==> config.mk <==
export PLATFORM = sky130hd
export DESIGN_NAME = term_ctrl
export DESIGN_NICKNAME = d
export VERILOG_FILES = /design/src/rtl/term_ctrl.sv
export SDC_FILE = /design/constraint.sdc
export NUM_CORES = 1
export LEC_CHECK = 0
export BUFFER_PORTS_ARGS = -buffer_cell sky130_fd_sc_hd__buf_2
export CAP_MARGIN = 10
export CORE_MARGIN = 8
export CORE_UTILIZATION = 25
export DETAILED_ROUTE_END_ITERATION = 12
export SLEW_MARGIN = 10
export SYNTH_ARGS = -nofsm -noshare
export SYNTH_HDL_FRONTEND = slang
export SYNTH_SLANG_ARGS = --single-unit
==> constraint.sdc <==
create_clock -name clk -period 3.3 [get_ports clk]
set_clock_uncertainty 0.1 [all_clocks]
set_input_delay 0 -clock clk [delete_from_list [all_inputs] [get_ports clk]]
set_output_delay 0 -clock clk [all_outputs]
set_load 0.05 [all_outputs]
==> src/rtl/term_ctrl.sv <==
// term_ctrl: text-terminal write sequencer for a COLS x ROWS character buffer.
// Accepts ASCII over valid/ready, tracks the cursor, runs full-screen and
// single-line space fills, and keeps a hardware scroll offset.
// Optional feature: define TERM_SCROLL_EN for hardware scrolling; when it is
// undefined a newline on the last row wraps to row 0 (page wrap).
module term_ctrl #(
   parameter int COLS = 70,
   parameter int ROWS = 30
) (
   input  logic        clk,
   input  logic        resetn,
   input  logic        char_valid,
   input  logic [7:0]  char_data,
   output logic        char_ready,
   output logic        wr_en,
   output logic [11:0] wr_addr,
   output logic [7:0]  wr_data,
   output logic [4:0]  cur_row,
   output logic [6:0]  cur_col,
   output logic [4:0]  scroll_base,
   output logic        busy
);

   localparam logic [6:0] COL_LAST = 7'(COLS - 1);
   localparam logic [6:0] COL_END  = 7'(COLS);
   localparam logic [4:0] ROW_LAST = 5'(ROWS - 1);
   localparam logic [4:0] ROW_END  = 5'(ROWS);
   localparam logic [5:0] ROW_CNT6 = 6'(ROWS);
   localparam logic [7:0] SPACE    = 8'h20;

   typedef enum logic [1:0] {
      ST_INIT_CLR = 2'd0,
      ST_IDLE     = 2'd1,
      ST_LINE_CLR = 2'd2
   } state_e;

   state_e      state_q, state_d;
   logic [4:0]  fill_row_q, fill_row_d;
   logic [6:0]  fill_col_q, fill_col_d;
   logic [4:0]  clr_row_q, clr_row_d;
   logic [4:0]  row_q, row_d;
   logic [6:0]  col_q, col_d;
   logic [4:0]  scroll_q, scroll_d;
   logic        wr_en_q, wr_en_d;
   logic [11:0] wr_addr_q, wr_addr_d;
   logic [7:0]  wr_data_q, wr_data_d;
   logic        ready_q;

   logic        xfer_s;
   logic        is_print_s;
   logic        nl_s;
   logic        bottom_nl_s;
   logic        clear_s;
   logic [5:0]  phys_sum_s;
   logic [4:0]  phys_row_s;

   // Transfer decode and logical-to-physical row mapping (compare-and-subtract, no divider)
   assign xfer_s      = char_valid & ready_q;
   assign is_print_s  = (char_data >= 8'h20) && (char_data <= 8'h7E);
   assign nl_s        = xfer_s && ((char_data == 8'h0A) || (is_print_s && (col_q == COL_LAST)));
   assign bottom_nl_s = nl_s && (row_q == ROW_LAST);
   assign clear_s     = xfer_s && (char_data == 8'h0C);
   assign phys_sum_s  = {1'b0, row_q} + {1'b0, scroll_q};
   assign phys_row_s  = (phys_sum_s >= ROW_CNT6) ? (row_q + scroll_q - ROW_END) : (row_q + scroll_q);

   // State register
   always_ff @(posedge clk or negedge resetn) begin
      if (!resetn) begin
         state_q <= ST_INIT_CLR;
      end else begin
         state_q <= state_d;
      end
   end

   // Next-state logic: fills end one cycle after their last write
   always_comb begin
      state_d = state_q;
      case (state_q)
         ST_INIT_CLR: begin
            if (fill_row_q == ROW_END) state_d = ST_IDLE;
            else                       state_d = ST_INIT_CLR;
         end
         ST_LINE_CLR: begin
            if (fill_col_q == COL_END) state_d = ST_IDLE;
            else                       state_d = ST_LINE_CLR;
         end
         ST_IDLE: begin
            if (clear_s)          state_d = ST_INIT_CLR;
            else if (bottom_nl_s) state_d = ST_LINE_CLR;
            else                  state_d = ST_IDLE;
         end
         default: state_d = ST_INIT_CLR;
      endcase
   end

   // Output and datapath next values: write strobe, fill counters, cursor, scroll
   always_comb begin
      fill_row_d = fill_row_q;
      fill_col_d = fill_col_q;
      clr_row_d  = clr_row_q;
      row_d      = row_q;
      col_d      = col_q;
      scroll_d   = scroll_q;
      wr_en_d    = 1'b0;
      wr_addr_d  = wr_addr_q;
      wr_data_d  = wr_data_q;
      case (state_q)
         ST_INIT_CLR: begin
            if (fill_row_q != ROW_END) begin
               wr_en_d   = 1'b1;
               wr_addr_d = {fill_row_q, fill_col_q};
               wr_data_d = SPACE;
               if (fill_col_q == COL_LAST) begin
                  fill_col_d = 7'd0;
                  fill_row_d = fill_row_q + 5'd1;
               end else begin
                  fill_col_d = fill_col_q + 7'd1;
               end
            end else begin
               fill_row_d = 5'd0;
               fill_col_d = 7'd0;
            end
         end
         ST_LINE_CLR: begin
            if (fill_col_q != COL_END) begin
               wr_en_d    = 1'b1;
               wr_addr_d  = {clr_row_q, fill_col_q};
               wr_data_d  = SPACE;
               fill_col_d = fill_col_q + 7'd1;
            end else begin
               fill_col_d = 7'd0;
            end
         end
         ST_IDLE: begin
            if (xfer_s) begin
               if (is_print_s) begin
                  wr_en_d   = 1'b1;
                  wr_addr_d = {phys_row_s, col_q};
                  wr_data_d = char_data;
                  if (col_q == COL_LAST) col_d = 7'd0;
                  else                   col_d = col_q + 7'd1;
               end else begin
                  case (char_data)
                     8'h0D: col_d = 7'd0;
                     8'h08: begin
                        // Backspace erases the cell it moves onto; no reverse line wrap
                        if (col_q != 7'd0) begin
                           col_d     = col_q - 7'd1;
                           wr_en_d   = 1'b1;
                           wr_addr_d = {phys_row_s, col_q - 7'd1};
                           wr_data_d = SPACE;
                        end else begin
                           col_d = col_q;
                        end
                     end
                     8'h0C: begin
                        row_d      = 5'd0;
                        col_d      = 7'd0;
                        scroll_d   = 5'd0;
                        fill_row_d = 5'd0;
                        fill_col_d = 7'd0;
                     end
                     default: col_d = col_q;
                  endcase
               end
               if (nl_s && (row_q != ROW_LAST)) begin
                  row_d = row_q + 5'd1;
               end else if (bottom_nl_s) begin
`ifdef TERM_SCROLL_EN
                  // Old top row becomes the new bottom row and is blanked
                  clr_row_d = scroll_q;
                  if (scroll_q == ROW_LAST) scroll_d = 5'd0;
                  else                      scroll_d = scroll_q + 5'd1;
`else
                  row_d     = 5'd0;
                  clr_row_d = 5'd0;
`endif
                  fill_col_d = 7'd0;
               end else begin
                  clr_row_d = clr_row_q;
               end
            end else begin
               wr_en_d = 1'b0;
            end
         end
         default: begin
            wr_en_d = 1'b0;
         end
      endcase
   end

   // Datapath and output registers
   always_ff @(posedge clk or negedge resetn) begin
      if (!resetn) begin
         fill_row_q <= 5'd0;
         fill_col_q <= 7'd0;
         clr_row_q  <= 5'd0;
         row_q      <= 5'd0;
         col_q      <= 7'd0;
         scroll_q   <= 5'd0;
         wr_en_q    <= 1'b0;
         wr_addr_q  <= 12'd0;
         wr_data_q  <= SPACE;
         ready_q    <= 1'b0;
      end else begin
         fill_row_q <= fill_row_d;
         fill_col_q <= fill_col_d;
         clr_row_q  <= clr_row_d;
         row_q      <= row_d;
         col_q      <= col_d;
         scroll_q   <= scroll_d;
         wr_en_q    <= wr_en_d;
         wr_addr_q  <= wr_addr_d;
         wr_data_q  <= wr_data_d;
         ready_q    <= (state_d == ST_IDLE);
      end
   end

   assign char_ready  = ready_q;
   assign busy        = ~ready_q;
   assign wr_en       = wr_en_q;
   assign wr_addr     = wr_addr_q;
   assign wr_data     = wr_data_q;
   assign cur_row     = row_q;
   assign cur_col     = col_q;
   assign scroll_base = scroll_q;

endmodule

# [Word level (Yosys, flattened, before mapping)]
# Index checks and enable logic that the tools add are counted.
[totals] ff_bits=48 in_bits=11 output_inout_bits=40 elab_cells=112
[op_classes] addsub=6 order_cmp=3 n_eq_ne=25 n_mux=48 n_bitwise=2 n_reduce_logical=19
[ops] operator="7-bit two-way mux" n=11
[ops] operator="12-bit two-way mux" n=6
[ops] operator="8-bit two-way mux" n=6
[ops] operator="5-bit two-way mux" n=8
[ops] operator="12-bit case mux with 3 select lines" n=1
[ops] operator="8-bit by 4-bit == test with 1-bit output (second input constant)" n=4
[ops] operator="8-bit case mux with 3 select lines" n=1
[ops] operator="7-bit == test (second input constant)" n=3
[ops] operator="7-bit case mux with 3 select lines" n=1
[ops] operator="7-bit by 1-bit adder with 7-bit output (second input constant)" n=2
[ops] operator="7-bit case mux with 2 select lines" n=1
[ops] operator="5-bit by 1-bit adder with 5-bit output (second input constant)" n=2
[ops] operator="5-bit == test (second input constant)" n=2
[ops] operator="2-bit inequality test (second input constant)" n=5
[ops] operator="5-bit inequality test (second input constant)" n=2
[ops] operator="5-bit case mux with 2 select lines" n=1
[ops] operator="3-bit inequality test (second input constant)" n=3
[ops] operator="3-bit nonzero test" n=3
[ops] operator="8-bit by 6-bit greater-or-equal comparator with 1-bit output (second input constant)" n=1
[ops] operator="8-bit by 7-bit <= comparator with 1-bit output (second input constant)" n=1
[ops] operator="4-bit AND reduction" n=2
[ops] operator="1-bit two-way mux" n=7
[ops] operator="7-bit inequality test (second input constant)" n=1
[ops] operator="7-bit nonzero test" n=1
[ops] operator="20 further kinds" n=28

# [Longest topological paths before layout]
# Gate-level depths: netlist of run 1.
[depth] ltp_word=10 ltp_mapped=8 ltp_nobuf=7

# [Worst setup path before layout of run 1]
# Ideal clock, no wire load.
[synth_path] kind="flip-flop to flip-flop" from="reg col_q[0] (netlist: cur_col[0])" to="reg wr_addr_q[10] (netlist: wr_addr[10])" setup_time_ps=125 arrival_time_ps=2581 required_time_ps=3075 path_slack_ps=494 path_stages_with_launch=9 path_buffers=1 synth_period_minus_slack_ps=2806 path_cell_list="dfrtp_1 > inv_1 > ha_1 > or3b_2 > o211ai_2 > nand3_1 > nand3_1 > buf_4 > mux2_2"
[synth_between] elab_chain_len=3
[synth_lines] element="start: declaration" line="42" rtl="logic [6:0] col_q, col_d;"
[synth_lines] element="start signal: assignment" line="210" rtl="col_q <= col_d;"
[synth_lines] element="7-bit nonzero test" line="147" rtl="if (col_q != 7'd0) begin"
[synth_lines] element="3-bit inequality test (no line)"
[synth_lines] element="6-bit AND reduction (no line)"
[synth_lines] element="end signal: assignment" line="213" rtl="wr_addr_q <= wr_addr_d;"
[synth_lines] element="end: declaration" line="45" rtl="logic [11:0] wr_addr_q, wr_addr_d;"
# No other way between the ends.
# A chain may end at the register's enable or synchronous reset.

# [Worst setup path in the final report of run 1]
[layout_path] from="reg col_q[0] (netlist: cur_col[0])" to="reg wr_data_q[0] (netlist: wr_data[0])"
[layout_between] elab_chain_len=3
[layout_lines] element="7-bit nonzero test" line="147"
[layout_lines] element="3-bit inequality test (no line)"
[layout_lines] element="6-bit AND reduction (no line)"
[layout_lines] element="end signal: assignment" line="214" rtl="wr_data_q <= wr_data_d;"
[layout_lines] element="end: declaration" line="46" rtl="logic [7:0] wr_data_q, wr_data_d;"
# No other way between the ends.

==> results of run 1 <==
==> path summary, 6_finish.rpt <==
check | start | depth (start not counted) | to
min in group asynchronous | resetn | 2 | wr_addr[6]
setup reg to reg | cur_col[0] | 8 | wr_data[0]
hold reg to reg | wr_data[7] | 1 | wr_data[7]
hold / removal | char_data[7] | 4 | wr_data[5]
setup / recovery | cur_col[0] | 8 | wr_data[0]
max in group asynchronous | resetn | 3 | wr_data[5]
==> sequential cells by signal (all words and copies together) (netlist names) <==
signal / cells
wr_addr: 12
wr_data: 8
cur_col: 7
fill_col_q: 7
cur_row: 5
fill_row_q: 5
state_q: 2
char_ready: 1
wr_en: 1
==> cell families (layout without fill, tap and decap cells) <==
family	after synthesis	after routing	share of synthesized area (%)
AOI/OAI and AO/OA	89	89	19.2
xor gates and xnor gates	3	3	0.819
adders and majority gates	16	16	6.24
buffers and inverters	49	95	7.64
DFF	48	48	37.5
muxes	21	21	7.02
other	1	5	0.117
and+or+nand+nor	123	123	21.5
==> critical path: cells and delay by family (launching register included) <==
| family | cells | cell delay (ns) |
|---|---|---|
| and+or+nand+nor | 3 | 1.15 |
| buffers and inverters | 2 | 0.45 |
| DFF | 1 | 0.44 |
| adders and majority gates | 1 | 0.26 |
| AOI/OAI and AO/OA | 1 | 0.20 |
| muxes | 1 | 0.20 |
==> final cells by class <==
class                   instances  share of cell area [%]
clock buffers                   6                    3.38
multi-input cells             257                    46.6
inverters                      28                    2.76
well taps                     172                    5.65
flip-flops and latches         48                    31.5
repair buffers                 59                    9.13
clock inverters                 2                   0.919
==> cell usage in the layout, fill, tap and decap left out, types with 9 or more instances in the layout <==
cell and count:
a21oi_1 12, mux2i_1 9, mux2_2 12, dfrtp_1 47, nor2_1 13, nand2_1 20, ha_1 16, buf_2 45
nand3_1 28, nor3_1 9, o31ai_1 10, o21ai_0 21, and3_1 9, inv_1 28
==> layer usage <==
layer | wire length (µm) | GRT usage, %
met5 | 0 | 0
met4 | 107 | 2.83
met3 | 547 | 2.63
met2 | 4220 | 17.9
met1 | 4000 | 13.9
==> where the power goes <==
| part | switching [mW] | internal, mW |
|---|---|---|
| Clock | 0.218 | 0.357 |
| Sequential | 0.188 | 0.726 |
| Combinational | 0.660 | 0.299 |
==> metrics by stage <==
stage / hold WS [ns] / util, %
5_1_grt: 0.0897 / 30.3
3_3_place_gp: -0.156 / 28.5
3_5_place_dp: -0.140 / 28.5
4_1_cts: 0.0527 / 30.3
6_report: 0.0570 / 30.3
2_1_floorplan: -0.396 / -
==> timing repair <==
item | in CTS | in global routing
gates resized for setup | 0 | 0
setup endpoints to repair | 0 | 0
hold buffers | 7 | 0
endpoints found under the hold margin | 22 | 0
==> run summary, run 1 <==
outcome -> finished clean
Clock Latency Late Sink -> 0.29 ns
Non-Filler Instances -> 572
most numerous cell in the Yosys netlist -> dfrtp_1
Post-synth EDFFs -> 0
placed cell count -> 557
Initial Utilization -> 25.5%
die span in x -> 129 µm
maxcap violations -> 0
crit path max fanout -> 14
top cells by count, synth -> dfrtp_1 (47), inv_1 (28), nand3_1 (28)
Synth Instances -> 350
die footprint -> 0.0167 mm²
Worst Hold Class -> in -> reg
floorplan row count -> 41
#FFs+latches synth -> 48
post-route ant nets -> 0
H-Tree Depth -> 2
total gr overflow -> 0
most frequent CP cell -> nand3_1
Area Overhead vs Synth -> 18.8%
DP Worst Slack -> 0.407 ns
Syn Area/Cell -> 9.17 µm²
Crit Path Category -> reg -> reg
sequential cell area fraction in the yosys report -> 37.5%
Rel. slew slack -> 51.2%
via/cell ratio -> 5.04
CTS buffer count -> 5
total power -> 2.45 mW
Tmin final -> 2.90 ns
# DRC -> 0
Total Wirelength -> 8870 µm
dominant synthesized flop cell -> dfrtp_1
FMAX -> 345 MHz
Worst-path clk slew -> 0.06 ns
Least-Margin Pin Slew -> 0.730 ns
RSZ-0062 raised after global routing -> no
core area -> 0.0126 mm²
CP Data Arrival Time -> 3.00 ns
Leak -> 1.73 nW
CTS Root Buffer Type -> clkbuf_16
Port Buf Inserts -> 45
area of the multi-input gates -> 0.00178 mm²
Synth warnings -> 0
Final Setup Violations -> 0
Setup crit end kind -> register
Hold Fails Final Rpt -> 0
nets -> 426
Routed wire per std cell -> 15.5 µm
clk buf depth -> 2
synth unique cells -> 60
Crit path largest cell delay -> 0.53 ns
worst reg-to-reg setup slack -> 0.40 ns
iteration-0 DRC count of the detailed router -> 268
gr usage total -> 10.9%
Cell Area, Placed -> 0.00358 mm²
chip height -> 129 µm
via count -> 2883
top cell type's share of synthesized area -> 36.6%
final-layout fill cell count -> 1278
Post-CTS Setup Inserts -> 0
largest net degree at the start of global routing -> 33
wire length of the first global-routing pass -> 14700 µm
CTS tree -> done
pwr dens -> 642 mW/mm²
io pins -> 51
CP max-delay cell -> or3b_2
setup_tns -> 0 ns
total iterations of the first detailed-routing run -> 4
final period utilization -> 87.8%
Sink Count -> 48
diode count -> 0
Synth area leaders -> dfrtp_1 (37%), ha_1 (6.2%), nand3_1 (4.4%), mux2_2 (4.2%), inv_1 (3.3%)
crit path launch type -> register
Final Worst Setup Slack -> 0.403 ns
crit-path cells -> inv_1 > ha_1 > or3b_2 > o211ai_2 > nand3_1 > nand3_1 > buf_4 > mux2i_1
vias in the first global route -> 2831
Crit path required time -> 3.41 ns
register cell area after layout -> 0.00120 mm²
Final Instance Area -> 0.00381 mm²
initial antenna violation count -> 0
Synth Cell Area -> 0.00321 mm²
layout cells sized above 1 -> 20.8%
hpwl dp -> 6650 µm
Slew Viols, Final -> 0
asr flop ratio synth -> 100%
leading area contributor after synthesis -> dfrtp_1
worst ir drop on vdd -> 0.192 mV
GP Congestion -> 0.851
(Power assumes the default switching activity.)
==> inputs of run 2 (changes only) <==
CORE_MARGIN = not set   (was 8)
==> run summary, run 2 (same netlist as run 1, synthesis figures left out) <==
outcome -> finished clean
post-route ant nets -> 0 (unchanged)
crit path launch type -> register
Total Wirelength -> 8440 µm (-4.9%)
Post-CTS Setup Inserts -> 0 (unchanged)
layout cells sized above 1 -> 20.8% (unchanged)
total gr overflow -> 0 (unchanged)
Layout Utilization -> 30.2% (-0.11 points)
CTS-repair resized insts -> 0 (unchanged)
Area Overhead vs Synth -> 18.3%
Leak -> 1.72 nW (-0.64%)
R2R cell count -> 9 (+1)
# DRC -> 0 (unchanged)
CTS Root Buffer Type -> clkbuf_16
Crit path required time -> 3.41 ns (about the same)
Least-Margin Pin Slew -> 0.704 ns (-0.0253 ns)
commonest non-fill, non-tap cell in the layout -> dfrtp_1
final period utilization -> 86.7% (-1.1 points)
die footprint -> 0.0133 mm² (-20%)
Rel. slew slack -> 52.4% (+1.2 points)
wire length of the first global-routing pass -> 13600 µm (-7.4%)
nets -> 426 (unchanged)
io pins -> 51 (unchanged)
via count -> 2883 (unchanged)
worst ir drop on vdd -> 0.254 mV (+32%)
Worst-path clk slew -> 0.06 ns (about the same)
core area -> 0.0126 mm² (unchanged)
FMAX -> 349 MHz (+1.3%)
largest net degree at the start of global routing -> 30 (-9.1%)
Worst Hold Class -> in -> reg
Final Setup Violations -> 0 (unchanged)
GP Congestion -> 0.871 (+2.3%)
Setup crit end kind -> register
Routed wire per std cell -> 14.7 µm (-4.9%)
Port Buf Inserts -> 45 (unchanged)
hpwl dp -> 6280 µm (-5.5%)
CP Data Arrival Time -> 2.97 ns (-0.03 ns)
Hold Path Stages -> 4 (unchanged)
Hold Fails Final Rpt -> 0 (unchanged)
CTS Hold Bufs -> 7 (unchanged)
vias in the first global route -> 2670 (-5.7%)
total iterations of the first detailed-routing run -> 5 (+1)
floorplan row count -> 41 (unchanged)
chip height -> 115 µm (-11%)
Crit Path Category -> reg -> reg
via/cell ratio -> 5.04 (unchanged)
Initial Utilization -> 25.5% (unchanged)
H-Tree Depth -> 2 (unchanged)
gr usage total -> 13.2% (+2.3 points)
die span in x -> 115 µm (-11%)
total power -> 2.40 mW (-2.2%)
Tmin final -> 2.86 ns (-0.0362 ns)
initial antenna violation count -> 0 (unchanged)
Clock Latency Late Sink -> 0.29 ns (about the same)
maxcap violations -> 0 (unchanged)
RSZ-0062 raised after global routing -> no
commonest non-fill, non-tap cells in the layout -> dfrtp_1 (47), buf_2 (45), inv_1 (28), nand3_1 (28), o21ai_0 (21)
diode count -> 0 (unchanged)
worst reg-to-reg setup slack -> 0.44 ns (+0.04 ns)
CTS buffer count -> 5 (unchanged)
pwr dens -> 631 mW/mm² (-1.8%)
Slew Viols, Final -> 0 (unchanged)
Hold Slack -> 0.0513 ns (-0.00568 ns)
clk buf depth -> 2 (unchanged)
iteration-0 DRC count of the detailed router -> 166 (-38%)
crit path max fanout -> 8 (-6)
setup_tns -> 0 ns (unchanged)
CTS tree -> done
Sink Count -> 48 (unchanged)
max reg flops -> 12 (unchanged)
## run 2: layout make-up
class                      count  area (µm²)
fill                        1321        8770
multi-input combinational    257        1780
sequential                    48        1200
timing repair buffer          59         348
tap                          172         215
clock buffer                   7         143
inverter                      28         105
clock inverter                 1        7.51
## run 2: layer usage
metal | global-route usage (%) | routed length [µm]
met5 | 0 | 0
met2 | 21.2 | 4050
met4 | 4.33 | 109
met3 | 2.85 | 331
met1 | 17.6 | 3940
## run 2: final timing paths
kind	startpoint	endpoint
setup / recovery	cur_col[0]	wr_data[2]
hold / removal	char_data[7]	wr_data[5]
setup reg to reg	cur_col[0]	wr_data[2]
hold reg to reg	wr_data[7]	wr_data[7]
max in group asynchronous	resetn	wr_data[5]
min in group asynchronous	resetn	cur_col[1]
## run 2: stage by stage
stage | worst slack (ns) | instance area, µm² | instances
3_3_place_gp | 0.579 | 3580 | 557
4_1_cts | 0.422 | 3800 | 572
2_1_floorplan | 0.494 | 3220 | 354
6_report | 0.439 | 3800 | 572
3_5_place_dp | 0.435 | 3580 | 557
5_1_grt | 0.256 | 3800 | 572
## run 2: worst max-delay path, cell delays in order (launching register included)
cell and delay (ns):
dfrtp_1 0.44, inv_1 0.16, ha_1 0.26, or3b_2 0.54, o211ai_2 0.20, nand3_1 0.10
nand3_1 0.34, buf_4 0.25, buf_4 0.18, mux2i_1 0.21
## run 2: report_power, final
part / internal (mW) / switching (mW) / leakage, nW
clock network: 0.302 / 0.225 / 0.0701
registers: 0.726 / 0.189 / 0.619
logic: 0.299 / 0.654 / 1.03
total: 1.33 / 1.07 / 1.72
==> inputs of run 3 (changes only) <==
GPL_ROUTABILITY_DRIVEN = 0   (was not set)
RECOVER_POWER = 25   (was not set)
==> run summary, run 3 (same netlist as run 1, synthesis figures left out) <==
outcome -> finished clean
commonest non-fill, non-tap cell in the layout -> dfrtp_1
Rel. slew slack -> 26.6% (-26 points)
post-route ant nets -> 0 (unchanged)
Least-Margin Pin Slew -> 1.10 ns (+0.396 ns)
RSZ-0062 raised after global routing -> no
register cell area after layout -> 0.00120 mm² (unchanged)
Routed wire per std cell -> 14.7 µm (about the same)
met1 usage -> 17.6% (unchanged)
largest net degree at the start of global routing -> 30 (unchanged)
Initial Utilization -> 25.5% (unchanged)
initial antenna violation count -> 0 (unchanged)
Worst Hold Class -> in -> reg
CTS tree -> done
hpwl dp -> 6280 µm (unchanged)
diode count -> 0 (unchanged)
Crit path largest cell delay -> 0.54 ns (about the same)
total gr overflow -> 0 (unchanged)
die footprint -> 0.0133 mm² (unchanged)
Non-Filler Instances -> 572 (unchanged)
Slew Viols, Final -> 0 (unchanged)
Crit Path Category -> reg -> reg
commonest non-fill, non-tap cells in the layout -> dfrtp_1 (47), buf_2 (31), inv_1 (28), nand3_1 (28), o21ai_0 (21)
CTS Root Buffer Type -> clkbuf_16
Setup crit end kind -> register
Hold Fails Final Rpt -> 0 (unchanged)
CP Buf/Inv Count -> 3 (unchanged)
Crit path required time -> 3.41 ns (about the same)
met3 usage -> 2.85% (unchanged)
area of the multi-input gates -> 0.00178 mm² (unchanged)
Final Setup Violations -> 0 (unchanged)
via/cell ratio -> 5.03 (-0.10%)
via count -> 2880 (-0.10%)
wire length of the first global-routing pass -> 13600 µm (unchanged)
iteration-0 DRC count of the detailed router -> 166 (unchanged)
GR met2 Demand/Resource -> 21.2% (unchanged)
H-Tree Depth -> 2 (unchanged)
chip height -> 115 µm (unchanged)
max reg flops -> 12 (unchanged)
crit-path cells -> inv_1 > ha_1 > or3b_2 > o211ai_2 > nand3_1 > nand3_1 > buf_4 > buf_4 > mux2i_1
maxcap violations -> 0 (unchanged)
floorplan row count -> 41 (unchanged)
Tmin final -> 2.85 ns (-0.00837 ns)
CP Data Arrival Time -> 2.96 ns (about the same)
io pins -> 51 (unchanged)
Leak -> 1.67 nW (-2.9%)
crit path launch type -> register
# DRC -> 0 (unchanged)
pwr dens -> 630 mW/mm² (about the same)
worst ir drop on vdd -> 0.253 mV (-0.27%)
kind of cell adding the most delay to the critical path -> simple AND/OR/NAND/NOR gates
vias in the first global route -> 2670 (unchanged)
die span in x -> 115 µm (unchanged)
core area -> 0.0126 mm² (unchanged)
Clock Latency Late Sink -> 0.29 ns (about the same)
Total Wirelength -> 8430 µm (about the same)
CP max-delay cell -> or3b_2
Sink Count -> 48 (unchanged)
Port Buf Inserts -> 45 (unchanged)
CTS Hold Bufs -> 7 (unchanged)
Layout Utilization -> 30.1% (-0.14 points)
CTS-repair resized insts -> 0 (unchanged)
FMAX -> 351 MHz (+0.29%)
gr usage total -> 13.2% (unchanged)
crit path max fanout -> 8 (unchanged)
Post-CTS Setup Inserts -> 0 (unchanged)
CTS buffer count -> 5 (unchanged)
Area Overhead vs Synth -> 17.8%
Worst-path clk slew -> 0.06 ns (about the same)
peak-usage layer in the global routing report -> met2
placed cell count -> 557 (unchanged)
nets -> 426 (unchanged)
final-layout fill cell count -> 1321 (unchanged)
final period utilization -> 86.5% (-0.25 points)
total iterations of the first detailed-routing run -> 5 (unchanged)
total power -> 2.38 mW (-0.52%)
clk buf depth -> 2 (unchanged)
layout cells sized above 1 -> 17.3% (-3.5 points)
setup_tns -> 0 ns (unchanged)
==> run 3: power by group <==
part           total [mW]  internal [mW]  switching, mW
combinational       0.939          0.285          0.654
sequential          0.916          0.726          0.190
clock               0.528          0.302          0.225
total                2.38           1.31           1.07
==> run 3: path summary, 6_finish.rpt <==
check	from	endpoint	slack, ns	cells after the start
worst max-delay path	cur_col[0]	wr_data[2]	0.45	9
worst min-delay path	char_data[7]	wr_data[5]	0.05	4
worst max register to register	cur_col[0]	wr_data[2]	0.45	9
worst min register to register	wr_data[7]	wr_data[7]	0.39	1
max in group asynchronous	resetn	wr_data[5]	1.75	3
min in group asynchronous	resetn	cur_col[1]	0.33	2
==> run 3: routing by layer <==
metal | vias up | wire (µm)
met4 | 0 | 149
met5 | - | 0
met3 | 11 | 323
li1 | 1393 | -
met1 | 1402 | 3950
met2 | 74 | 4010
==> run 3: stage by stage <==
step,hold slack [ns],worst slack [ns],cell area [µm²]
3_5_place_dp,-0.114,0.435,3580
2_1_floorplan,-0.396,0.494,3220
4_1_cts,0.0435,0.422,3800
5_1_grt,0.103,0.256,3780
3_3_place_gp,-0.126,0.579,3580
6_report,0.0514,0.447,3780
==> run 3: worst min-delay path, stage by stage <==
cell and delay (ns):
buf_2 0.12, nor2_1 0.07, nand3_1 0.08, mux2_2 0.14
==> run 3: layout make-up <==
type / count / area share [%]
clock buffer: 7 / 3.77
clock inverter: 1 / 0.199
inverter: 28 / 2.78
multi-input combinational: 257 / 47.0
sequential: 48 / 31.8
tap: 172 / 5.69
timing repair buffer: 59 / 8.74
